--- src/rtl/hazard_pkg.sv ---
// Shared encodings for the hazard/forwarding unit: control states and forward-select codes.
package hazard_pkg;

  typedef enum logic [1:0] {
    StRun,
    StFlush,
    StDrain,
    StHalted
  } state_e;

  localparam logic [2:0] FWD_NONE = 3'd0;
  localparam logic [2:0] FWD_EX   = 3'd1;

  localparam int unsigned StallCntW = 16;

  // Select code for a result sitting in tag entry idx (0 = EX).
  function automatic logic [2:0] fwd_code(input int idx);
    return FWD_EX + 3'(idx);
  endfunction

endpackage

--- src/rtl/hazard_tag_pipe.sv ---
// Destination-tag shift register: one entry per tracked stage after ID, entry 0 = EX.
module hazard_tag_pipe #(
  parameter int unsigned RegW   = 3,
  parameter int unsigned NStage = 3
) (
  input  logic                           clk_i,
  input  logic                           rst_i,
  input  logic                           in_valid_i,
  input  logic [RegW-1:0]                in_rd_i,
  input  logic                           in_wr_en_i,
  input  logic                           in_is_load_i,
  output logic [NStage-1:0]              valid_o,
  output logic [NStage-1:0][RegW-1:0]    rd_o,
  output logic [NStage-1:0]              wr_en_o,
  output logic                           head_is_load_o
);

  logic [NStage-1:0]           valid_d, valid_q;
  logic [NStage-1:0][RegW-1:0] rd_d, rd_q;
  logic [NStage-1:0]           wr_en_d, wr_en_q;
  // Load-ness only matters while the producer is in EX, so only the head keeps it.
  logic                        head_is_load_d, head_is_load_q;

  always_comb begin
    valid_d        = {valid_q[NStage-2:0], in_valid_i};
    rd_d           = {rd_q[NStage-2:0], in_rd_i};
    wr_en_d        = {wr_en_q[NStage-2:0], in_wr_en_i};
    head_is_load_d = in_valid_i & in_is_load_i;
  end

  always_ff @(posedge clk_i) begin
    if (rst_i) begin
      valid_q        <= '0;
      rd_q           <= '0;
      wr_en_q        <= '0;
      head_is_load_q <= 1'b0;
    end else begin
      valid_q        <= valid_d;
      rd_q           <= rd_d;
      wr_en_q        <= wr_en_d;
      head_is_load_q <= head_is_load_d;
    end
  end

  assign valid_o        = valid_q;
  assign rd_o           = rd_q;
  assign wr_en_o        = wr_en_q;
  assign head_is_load_o = head_is_load_q;

endmodule

--- src/rtl/hazard_fwd_unit.sv ---
// Pipeline hazard detection, operand-forward selection, redirect flush and halt drain control.
module hazard_fwd_unit
  import hazard_pkg::*;
#(
  parameter int unsigned REG_W     = 3,
  parameter int unsigned NSTAGE    = 3,
  parameter int unsigned FWD_EN    = 1,
  parameter int unsigned FLUSH_CYC = 2
) (
  input  logic                 clk,
  input  logic                 rst,
  input  logic                 id_valid,
  input  logic [REG_W-1:0]     id_rs1,
  input  logic [REG_W-1:0]     id_rs2,
  input  logic                 id_rs1_en,
  input  logic                 id_rs2_en,
  input  logic [REG_W-1:0]     id_rd,
  input  logic                 id_wr_en,
  input  logic                 id_is_load,
  input  logic                 id_halt,
  input  logic                 ex_redirect,
  output logic                 stall,
  output logic                 bubble,
  output logic                 flush_ifid,
  output logic [2:0]           fwd_sel1,
  output logic [2:0]           fwd_sel2,
  output logic                 halted,
  output logic [StallCntW-1:0] stall_cnt
);

  localparam logic [1:0] FlushLoad = 2'(FLUSH_CYC - 1);
  localparam logic [2:0] DrainLoad = 3'(NSTAGE - 1);

  logic [NSTAGE-1:0]            tag_valid;
  logic [NSTAGE-1:0][REG_W-1:0] tag_rd;
  logic [NSTAGE-1:0]            tag_wr_en;
  logic                         tag_head_is_load;

  logic [NSTAGE-1:0] m1, m2;
  logic [2:0]        sel1, sel2;
  logic              load_use, hazard, issue;

  state_e                 state_d, state_q;
  logic [1:0]             flush_cnt_d, flush_cnt_q;
  logic [2:0]             drain_cnt_d, drain_cnt_q;
  logic [StallCntW-1:0]   stall_cnt_d, stall_cnt_q;

  hazard_tag_pipe #(
    .RegW   (REG_W),
    .NStage (NSTAGE)
  ) u_tag_pipe (
    .clk_i          (clk),
    .rst_i          (rst),
    .in_valid_i     (issue),
    .in_rd_i        (id_rd),
    .in_wr_en_i     (id_wr_en),
    .in_is_load_i   (id_is_load),
    .valid_o        (tag_valid),
    .rd_o           (tag_rd),
    .wr_en_o        (tag_wr_en),
    .head_is_load_o (tag_head_is_load)
  );

  // Walk oldest to youngest so the youngest matching producer wins.
  always_comb begin
    m1   = '0;
    m2   = '0;
    sel1 = FWD_NONE;
    sel2 = FWD_NONE;
    for (int i = int'(NSTAGE) - 1; i >= 0; i--) begin
      m1[i] = tag_valid[i] & tag_wr_en[i] & id_rs1_en & (tag_rd[i] == id_rs1);
      m2[i] = tag_valid[i] & tag_wr_en[i] & id_rs2_en & (tag_rd[i] == id_rs2);
      if (m1[i]) sel1 = fwd_code(i);
      if (m2[i]) sel2 = fwd_code(i);
    end
  end

  always_comb begin
    load_use = id_valid & (m1[0] | m2[0]) & tag_head_is_load;
    hazard   = (FWD_EN != 0) ? load_use : (id_valid & ((|m1) | (|m2)));
    fwd_sel1 = ((FWD_EN != 0) && !load_use) ? sel1 : FWD_NONE;
    fwd_sel2 = ((FWD_EN != 0) && !load_use) ? sel2 : FWD_NONE;
  end

  always_comb begin
    state_d     = state_q;
    flush_cnt_d = flush_cnt_q;
    drain_cnt_d = drain_cnt_q;
    stall       = 1'b0;
    bubble      = 1'b0;
    flush_ifid  = 1'b0;
    halted      = 1'b0;
    unique case (state_q)
      StRun: begin
        if (ex_redirect) begin
          flush_ifid = 1'b1;
          bubble     = 1'b1;
          if (FLUSH_CYC > 1) begin
            state_d     = StFlush;
            flush_cnt_d = FlushLoad;
          end
        end else begin
          stall  = hazard;
          bubble = hazard;
          if (id_valid && !hazard && id_halt) begin
            state_d     = StDrain;
            drain_cnt_d = DrainLoad;
          end
        end
      end
      StFlush: begin
        flush_ifid = 1'b1;
        bubble     = 1'b1;
        // Counter holds the FLUSH cycles still owed, including the current one.
        if (ex_redirect) begin
          flush_cnt_d = FlushLoad;
        end else if (flush_cnt_q <= 2'd1) begin
          state_d     = StRun;
          flush_cnt_d = 2'd0;
        end else begin
          flush_cnt_d = flush_cnt_q - 2'd1;
        end
      end
      StDrain: begin
        stall  = 1'b1;
        bubble = 1'b1;
        if (drain_cnt_q == 3'd0) begin
          state_d = StHalted;
        end else begin
          drain_cnt_d = drain_cnt_q - 3'd1;
        end
      end
      StHalted: begin
        stall  = 1'b1;
        bubble = 1'b1;
        halted = 1'b1;
      end
      default: state_d = StRun;
    endcase
  end

  assign issue = id_valid & ~stall & ~bubble;

  always_comb begin
    stall_cnt_d = stall_cnt_q;
    if (stall && (state_q != StHalted) && (stall_cnt_q != '1)) begin
      stall_cnt_d = stall_cnt_q + 1'b1;
    end
  end

  always_ff @(posedge clk) begin
    if (rst) begin
      state_q     <= StRun;
      flush_cnt_q <= 2'd0;
      drain_cnt_q <= 3'd0;
      stall_cnt_q <= '0;
    end else begin
      state_q     <= state_d;
      flush_cnt_q <= flush_cnt_d;
      drain_cnt_q <= drain_cnt_d;
      stall_cnt_q <= stall_cnt_d;
    end
  end

  assign stall_cnt = stall_cnt_q;

endmodule

--- config.mk ---
export PLATFORM = sky130hd
export DESIGN_NAME = hazard_fwd_unit
export DESIGN_NICKNAME = d
export VERILOG_FILES = /design/src/rtl/hazard_pkg.sv /design/src/rtl/hazard_tag_pipe.sv /design/src/rtl/hazard_fwd_unit.sv
export SDC_FILE = /design/constraint.sdc
export NUM_CORES = 1
export LEC_CHECK = 0
export BUFFER_PORTS_ARGS = -buffer_cell sky130_fd_sc_hd__buf_2
export CELL_PAD_IN_SITES_DETAIL_PLACEMENT = 0
export CELL_PAD_IN_SITES_GLOBAL_PLACEMENT = 1
export CORE_ASPECT_RATIO = 1.4
export CORE_MARGIN = 2
export CORE_UTILIZATION = 38
export DETAILED_ROUTE_END_ITERATION = 16
export GPL_TIMING_DRIVEN = 1
export PLACE_DENSITY = 0.8
export SKIP_CTS_REPAIR_TIMING = 1
export SYNTH_ARGS = -nofsm -noshare
export SYNTH_HDL_FRONTEND = slang
export SYNTH_SLANG_ARGS = --single-unit
--- constraint.sdc ---
create_clock -name clk -period 2.2 [get_ports clk]
set_clock_uncertainty 0.15 [all_clocks]
set_input_delay 0.33 -clock clk [delete_from_list [all_inputs] [get_ports clk]]
set_output_delay 0.33 -clock clk [all_outputs]
set_load 0.05 [all_outputs]
# After elaboration in Yosys (flattened, before gate mapping)
# Cells that the tools add are included.
[classes] n_lt_le_gt_ge=1 reduce_logical=15 bitwise=23 muxes=29 n_eq_ne=19 add_sub_neg=3
[op_table] operator="$mux W2" count=12
[op_table] operator="$mux W3" count=7
[op_table] operator="$and A1 B1 Y1" count=20
[op_table] operator="$eq A3 B3 Y1" count=6
[op_table] operator="$add A16 B1 Y16 const B" count=1
[op_table] operator="$ne A16 B16 Y1 const B" count=1
[op_table] operator="$ne A2 B2 Y1 const B" count=8
[op_table] operator="$pmux W1 S2" count=3
[op_table] operator="$pmux W2 S3" count=1
[op_table] operator="$pmux W3 S2" count=1
[op_table] operator="$reduce_and A5 Y1" count=1
[op_table] operator="$eq A2 B2 Y1 const B" count=2
[op_table] operator="$logic_and A1 B1 Y1" count=4
[op_table] operator="$mux W1" count=4
[op_table] operator="$pmux W2 S2" count=1
[op_table] operator="$reduce_and A4 Y1" count=1
[op_table] operator="$reduce_bool A2 Y1" count=2
[op_table] operator="$logic_not A3 Y1" count=1
[op_table] operator="$ne A3 B3 Y1 const B" count=1
[op_table] operator="$reduce_bool A3 Y1" count=1
[op_table] operator="$reduce_or A3 Y1" count=1
[op_table] operator="$sub A3 B1 Y3 const B" count=1
[op_table] operator="$eq A2 B1 Y1 const B" count=1
[op_table] operator="$le A2 B1 Y1 const B" count=1
[op_table] operator="7 further kinds" count=8
[word_totals] ff_bits=39 out_inout_bits=26

# Depth between registers and ports, before layout
# Gate-level depths: netlist (run 1).
[logic_depth] depth_word=12 ltp_mapped=9 mapped_depth_nobuf=7

# By module
# From an unflattened synthesis (run 1), not the netlist that was laid out.
[unflattened] hier_cells=247 area_unflattened_um2=2163.3
[modules_own_cells] mod="hazard_fwd_unit" area_each_um2=1697.9 cells_each=214 seq_area_each_um2=460.4 instances=1
[modules_own_cells] mod="hazard_tag_pipe" area_each_um2=465.4 cells_each=33 seq_area_each_um2=320.3 instances=1

# Least setup slack after synthesis (run 1)
# Ideal clock, no wire load.
[synth_timing] path_type="input to output" start="in id_rs1[2]" end="out fwd_sel1[1]" path_buffers=0 slack_ns=-0.466 path_stages=4 arrival_time_ns=2.186 cell_sequence="xor2_1 -> or4_1 -> nor2b_1 -> nor3_1"
[synth_via] elab_chain_cells=6 elab_cells_between_ends=13
[synth_rtl] item="start: declaration" line="hazard_fwd_unit.sv:13" source="input logic [REG_W-1:0] id_rs1,"
[synth_rtl] item="$eq A3 B3 Y1" line="hazard_fwd_unit.sv:71" source="m1[i] = tag_valid[i] & tag_wr_en[i] & id_rs1_en & (tag_rd[i] == id_rs1);"
[synth_rtl] item="$and A1 B1 Y1" line="hazard_fwd_unit.sv:71"
[synth_rtl] item="$mux W2 / $or A1 B1 Y1 (equally long branches)" line="hazard_fwd_unit.sv:73, hazard_fwd_unit.sv:79"
[synth_rtl] item="$mux W2 / $and A1 B1 Y1 (equally long branches)" line="hazard_fwd_unit.sv:73, hazard_fwd_unit.sv:79"
[synth_rtl] item="$mux W3 / $and A1 B1 Y1 (equally long branches)" line="hazard_fwd_unit.sv:73, hazard_fwd_unit.sv:79"
[synth_rtl] item="$mux W3 *" line="hazard_fwd_unit.sv:81" source="fwd_sel1 = ((FWD_EN != 0) && !load_use) ? sel1 : FWD_NONE;"
[synth_rtl] item="end: declaration" line="hazard_fwd_unit.sv:25" source="output logic [2:0] fwd_sel1,"
# Every way passes the cells marked *; elsewhere a longest branch is shown, timed or not.

# Final worst setup path (run 1)
[layout_timing] start="reg u_tag_pipe.rd_q, in the netlist u_tag_pipe.rd_o[1]" end="out bubble"
[layout_via] elab_chain_cells=7 elab_cells_between_ends=9
[layout_rtl] item="start: declaration" line="hazard_tag_pipe.sv:19" source="logic [NStage-1:0][RegW-1:0] rd_d, rd_q;"
[layout_rtl] item="start signal: assignment" line="hazard_tag_pipe.sv:39" source="rd_q <= rd_d;"
[layout_rtl] item="$eq A3 B3 Y1, on equally long branches" line="hazard_fwd_unit.sv:71, hazard_fwd_unit.sv:72"
[layout_rtl] item="$and A1 B1 Y1, on equally long branches" line="hazard_fwd_unit.sv:71, hazard_fwd_unit.sv:72"
[layout_rtl] item="$or A1 B1 Y1 *" line="hazard_fwd_unit.sv:79" source="load_use = id_valid & (m1[0] | m2[0]) & tag_head_is_load;"
[layout_rtl] item="$and A1 B1 Y1 * (2 in a row)" line="hazard_fwd_unit.sv:79"
[layout_rtl] item="$mux W1 *" line="hazard_fwd_unit.sv:95" source="if (ex_redirect) begin"
[layout_rtl] item="$pmux W1 S2 *" line="hazard_fwd_unit.sv:93" source="unique case (state_q)"
[layout_rtl] item="end: declaration" line="hazard_fwd_unit.sv:23" source="output logic bubble,"
# Marks and branches as above.

==> results of run 1 <==
-- worst max-delay path, stage by stage, from the launching register on --
cell     delay [ns]
dfxtp_4        0.40
xor2_2         0.19
nor4_4         0.08
o211a_1        0.28
or3b_2         0.47
buf_6          0.17
-- layer usage --
metal  vias up  global-route usage  share of wire
li1       1076                   -              -
met1      1002               0.193           0.41
met2        33               0.312           0.55
met3         8              0.0330          0.029
met4         0              0.0610          0.017
met5         -                   0              0
-- layout make-up --
type                       instances  area (µm²)
fill                             588        2810
multi-input combinational        203        1680
sequential                        39         825
timing repair buffer              84         582
clock buffer                       6        93.8
tap                               72        90.1
inverter                           8        30.0
clock inverter                     2        13.8
-- placed cells by master (no fill, tap or decap), drive strengths merged, types with 8 or more instances in the layout --
master,instances
a21oi,16
buf,84
dfxtp,39
ha,8
inv,8
mux2,14
nand2,10
nand3,16
nor2,22
nor2b,29
xor2,18
-- path summary, 6_finish.rpt --
check | from | to | cells after the start
worst min register to register | u_tag_pipe.wr_en_o[0]$_SDFF_PP0_ | u_tag_pipe.wr_en_o[1]$_SDFF_PP0_ | 1
worst max register to register | stall_cnt[1]$_SDFFE_PP0P_ | stall_cnt[3]$_SDFFE_PP0P_ | 7
worst min-delay path | id_is_load | u_tag_pipe.head_is_load_o$_SDFF_PP0_ | 2
worst max-delay path | u_tag_pipe.rd_o[1]$_SDFF_PP0_ | bubble | 5
-- metrics by stage --
stage | instances | TNS (ns) | cell area, µm² | utilization | total power [mW]
2_1_floorplan | 264 | -0.0926 | 2450 | - | 1.45
3_3_place_gp | 399 | -0.728 | 2940 | 0.480 | 1.67
3_5_place_dp | 399 | -0.964 | 2940 | 0.480 | 1.70
4_1_cts | 407 | -1.68 | 3050 | 0.498 | 2.27
5_1_grt | 414 | -1.33 | 3310 | 0.541 | 2.46
6_report | 414 | -0.766 | 3310 | 0.541 | 2.30
-- state kept, by name, indices dropped and copies added (netlist names) --
register and cells:
drain_cnt_q 3, flush_cnt_q 2, stall_cnt 16, state_q 2
u_tag_pipe.head_is_load_o 1, u_tag_pipe.rd_o 9, u_tag_pipe.valid_o 3, u_tag_pipe.wr_en_o 3
-- where the power goes --
part / switching, mW / internal [mW] / total (mW)
clock: 0.272 / 0.292 / 0.564
sequential: 0.0519 / 0.770 / 0.822
combinational: 0.530 / 0.386 / 0.916
-- cells by family (layout without fill, tap and decap cells) --
logic type | count (synthesis) | count (layout)
AOI/OAI and AO/OA | 49 | 49
DFF | 39 | 39
and+or+nand+nor | 111 | 111
buffers and inverters | 22 | 100
xor gates and xnor gates | 18 | 18
adders and majority gates | 8 | 8
muxes | 15 | 15
other | 1 | 2
==> run_results.csv, run 1 <==
group,metric,value,unit
outcome,violations,"negative setup slack",
logic_synthesis,ys_top_cells_by_count,"dfxtp_1, nor2b_1, nor2_1",
final_layout,drive_gt1_frac,0.512,
clock_tree,cts_buffers,5,
power_and_ir_drop,irDropWorstVdd,0.000743,V
sta,worstMarginPinSlew,0.522,ns
logic_synthesis,ys_warn_count,0,
worst_setup_path,ff2ff_setup_slack,0.01,ns
detailed_routing,dr.first_iter.drc_count,40,
logic_synthesis,synth_top_cell_by_area,"dfxtp_1",
floorplanning,rows,34,
floorplanning,die_w,71.0,µm
detailed_routing,wire_per_inst,13.9,µm
logic_synthesis,synth_compound_area_frac,0.155,
logic_synthesis,synth_simple_gate_area_frac,0.279,
sta,fmax,425,MHz
clock_tree,cts_tree,"done",
clock_tree,clockBufferDepth,2,
floorplanning,dieArea,6940,µm²
placement,gp_congestion,0.781,
grt,grt_pass1_wl,9550,µm
logic_synthesis,syn_inst,263,
sta,final-setup-viol-count,6,
power_and_ir_drop,p_leak,1.40,nW
floorplanning,die_y,97.8,µm
final_layout,diodes,0,
clock_tree,clkSinkCount,39,
worst_setup_path,cp-start-kind,"register",
placement,pre_cts_ws,-0.103,ns
detailed_routing,vias_per_cell,5.12,
detailed_routing,antenna_left,0,
detailed_routing,vias,2119,
hold_path,holdCritPathClass,"input port to register",
logic_synthesis,syn_area,2390,µm²
logic_synthesis,synth_adder_area_share,0.0419,
placement,portBuffers,41,
logic_synthesis,ys_ff_latch,39,
logic_synthesis,synthFlopType,"dfxtp_1",
logic_synthesis,synth_area_leaders,"dfxtp_1, nor2b_1, xor2_1",
logic_synthesis,yosysMostFrequentCell,"dfxtp_1",
floorplanning,ios,44,
grt,grt_overflow,0,
clock_tree,cts_max_level,2,
logic_synthesis,ys_seq_area_frac,0.327,
worst_setup_path,cp_data_required_time,1.72,ns
grt,grt_usage,0.170,
sta,max_slew_margin,0.652,
clock_tree,clockRootBuffer,"clkbuf_8",
logic_synthesis,async_flop_share,0,
detailed_routing,drtPass1Iterations,4,
placement,dpl.hpwl,4300,µm
worst_setup_path,arrival,1.87,ns
logic_synthesis,synth_top_family_by_area,"simple AND/OR/NAND/NOR gates",
outcome,outcome,"finished, violations left",
logic_synthesis,synthXorXnorAreaFrac,0.0660,
logic_synthesis,synthMuxAreaShare,0.0797,
grt,first_global_vias,2085,
worst_setup_path,worstSetupPathType,"register to output port",
sta,slew_violations,0,
sta,holdWs,0.0801,ns
flow_run,maxCapViolCount,0,
detailed_routing,drc_errors,0,
power_and_ir_drop,p_per_area,695,nW/µm²
logic_synthesis,yosysTopAreaCellShare,0.327,
floorplanning,start_util,0.390,
logic_synthesis,netlist-cell-type-count,57,
worst_setup_path,worstSetupEndpointType,"output port",
worst_setup_path,cp_max_fo,4,
clock_tree,path_clk_slew,0.08,ns
final_layout,fin_nets,367,
sta,rsz0062_at_grt,"true",
sta,layout_min_cycle_time,2.35,ns
sta,hold_viol,0,
logic_synthesis,syn_area_per_cell,9.08,µm²
sta,fin_crit_sh,1.07,
sta,postLayoutSetupSlackWorst,-0.153,ns
grt,antenna_found_initial,0,
grt,grt_max_degree,29,
floorplanning,coreArea,6130,µm²
final_layout,syn2layout_area_growth,38.8,%
detailed_routing,totalWireLength,5760,µm
clock_tree,clkLatencyLatePin,0.30,ns
logic_synthesis,synth-edff-count,0,
Note: power is estimated with default switching activity, not from simulation.
==> inputs of run 2 (changes only) <==
--- a/config.mk
+++ b/config.mk
@@ -10,10 +10,10 @@
 export CELL_PAD_IN_SITES_GLOBAL_PLACEMENT = 1
 export CORE_ASPECT_RATIO = 1.4
 export CORE_MARGIN = 2
-export CORE_UTILIZATION = 38
+export CORE_UTILIZATION = 35
 export DETAILED_ROUTE_END_ITERATION = 16
 export GPL_TIMING_DRIVEN = 1
-export PLACE_DENSITY = 0.8
+export PLACE_DENSITY = 0.75
 export SKIP_CTS_REPAIR_TIMING = 1
 export SYNTH_ARGS = -nofsm -noshare
 export SYNTH_HDL_FRONTEND = slang
==> run 2 against run 1 <==
  * The flow still finishes with violations (negative setup slack)
  * Via count up 3.6%
  * Cell area grew 0.57%
  * Sequential cell count unchanged
  * Count of clock-buffer cells in the layout stayed put
  * Wire length grew 0.19%
  * Clock power down 15%
  * First-iteration DRC count grew 60%
  * Fmax fell by 3.4%
  * Combinational power fell by 2%
  * Worst hold slack improved by 0.0039 ns
==> run_results.csv, run 2 (synthesized netlist as in run 1, its figures left out) <==
group,metric,value,unit
worst_setup_path,cpLargestDelayFamily,"simple AND/OR/NAND/NOR gates",
detailed_routing,wire_per_inst,13.2,µm
clock_tree,clkLatencyLatePin,0.29,ns
final_layout,diodes,0,
floorplanning,die_w,73.8,µm
grt,antenna_found_initial,0,
worst_setup_path,cp-start-kind,"register",
worst_setup_path,r2r_end,"stall_cnt[4]$_SDFFE_PP0P_",
sta,layout_min_cycle_time,2.44,ns
worst_setup_path,worstSetupEndpointType,"output port",
grt,grt_usage,0.156,
sta,max_slew_margin,0.641,
placement,gp_congestion,0.805,
sta,fmax,411,MHz
placement,dpl.hpwl,4180,µm
floorplanning,rows,35,
detailed_routing,vias_per_cell,5.01,
clock_tree,cts_tree,"done",
placement,placed_cell_area,2990,µm²
worst_setup_path,cpPeakStageDelay,0.46,ns
final_layout,final_cell_mix,"buf_4, buf_2, nor2b_1",
grt,first_global_vias,2076,
worst_setup_path,ff2ff_setup_slack,-0.01,ns
sta,final-setup-viol-count,10,
final_layout,drive_gt1_frac,0.488,
worst_setup_path,cp_data_required_time,1.72,ns
worst_setup_path,arrival,1.96,ns
worst_setup_path,cp_max_fo,6,
detailed_routing,drtPass1Iterations,4,
worst_setup_path,endpoint,"bubble",
floorplanning,dieArea,7510,µm²
grt,grt_overflow,0,
worst_setup_path,r2r_cells,7,
detailed_routing,antenna_left,0,
clock_tree,clockBufferDepth,2,
floorplanning,coreArea,6610,µm²
power_and_ir_drop,total_power,2.20,mW
worst_setup_path,crit_chain,"xor2_2 -> nor4_4 -> o211a_1 -> or3b_2 -> clkbuf_4",
clock_tree,clkSinkCount,39,
sta,postLayoutSetupSlackWorst,-0.236,ns
clock_tree,clockRootBuffer,"clkbuf_8",
worst_setup_path,worstSetupPathType,"register to output port",
floorplanning,start_util,0.361,
final_layout,layout_commonest_cell,"buf_4",
clock_tree,cts_max_level,2,
outcome,violations,"negative setup slack",
sta,finalSetupTns,-1.21,ns
sta,fin_crit_sh,1.11,
sta,slew_violations,0,
sta,worstMarginPinSlew,0.538,ns
floorplanning,die_y,102,µm
detailed_routing,dr.first_iter.drc_count,64,
outcome,outcome,"finished, violations left",
power_and_ir_drop,irDropWorstVdd,0.000610,V
power_and_ir_drop,p_per_area,661,nW/µm²
power_and_ir_drop,p_leak,1.39,nW
detailed_routing,totalWireLength,5780,µm
final_layout,fin_util,0.504,
floorplanning,ios,44,
worst_setup_path,crit_start,"u_tag_pipe.rd_o[2]$_SDFF_PP0_",
grt,grt_max_degree,30,
final_layout,fin_nets,371,
sta,hold_viol,0,
hold_path,holdCritPathClass,"input port to register",
flow_run,maxCapViolCount,0,
worst_setup_path,cp.depth,5,
final_layout,largest_reg_flops,16,
worst_setup_path,r2r-start,"u_tag_pipe.rd_o[0]$_SDFF_PP0_",
clock_tree,path_clk_slew,0.08,ns
sta,holdWs,0.0840,ns
worst_setup_path,path_buf_inv,1,
placement,portBuffers,41,
clock_tree,cts_buffers,5,
detailed_routing,drc_errors,0,
final_layout,fin_area,3330,µm²
worst_setup_path,slowest_stage,"or3b_2",
final_layout,syn2layout_area_growth,39.6,%
grt,grt_pass1_wl,9210,µm
detailed_routing,vias,2196,
sta,rsz0062_at_grt,"true",
run 2: cell types whose count changed in the layout (fill, tap and decap cells not counted), sizes merged:
cell      before  now
clkinvlp       0    1
o211ai         5    6
buf           84   86
clkbuf         6    7
clkinv         2    1
run 2: routing by layer:
layer / vias up / track usage / routed length, µm
li1: 1090 / - / -
met1: 1054 / 0.185 / 2470
met5: - / 0 / 0
met4: 0 / 0.0545 / 34
met2: 48 / 0.270 / 3070
met3: 4 / 0.0368 / 203
run 2: how the worst min path moves through the flow:
stage / end / slack [ns] / from / depth (start not counted)
2_1_floorplan: u_tag_pipe.head_is_load_o$_SDFF_PP0_ / 0.30 / id_is_load / 1
3_3_place_gp: u_tag_pipe.valid_o[2]$_SDFF_PP0_ / 0.33 / u_tag_pipe.valid_o[1]$_SDFF_PP0_ / 1
3_5_place_dp: u_tag_pipe.wr_en_o[2]$_SDFF_PP0_ / 0.32 / u_tag_pipe.wr_en_o[1]$_SDFF_PP0_ / 1
4_1_cts: u_tag_pipe.head_is_load_o$_SDFF_PP0_ / 0.07 / id_is_load / 2
5_1_grt: u_tag_pipe.rd_o[0]$_SDFF_PP0_ / 0.07 / id_rd[0] / 2
6_report: u_tag_pipe.head_is_load_o$_SDFF_PP0_ / 0.08 / id_is_load / 2
run 2: stage by stage:
| step | worst slack (ns) | instances |
|---|---|---|
| after floorplan | -0.0403 | 264 |
| after global placement | -0.141 | 424 |
| after detailed placement | -0.140 | 424 |
| after CTS | -0.371 | 432 |
| after global routing | -0.332 | 438 |
| final | -0.236 | 438 |
run 2: area by class of cell:
class                      count  area [µm²]
fill                         644        3280
multi-input combinational    204        1690
sequential                    39         817
timing repair buffer          87         599
tap                           92         115
clock buffer                   6        72.6
inverter                       8        30.0
clock inverter                 2        12.5
run 2: power by group:
group          total [mW]  internal, mW  switching (mW)
Combinational       0.902         0.367           0.535
Clock               0.479         0.222           0.257
Sequential          0.821         0.770          0.0506
Total                2.20          1.36           0.843
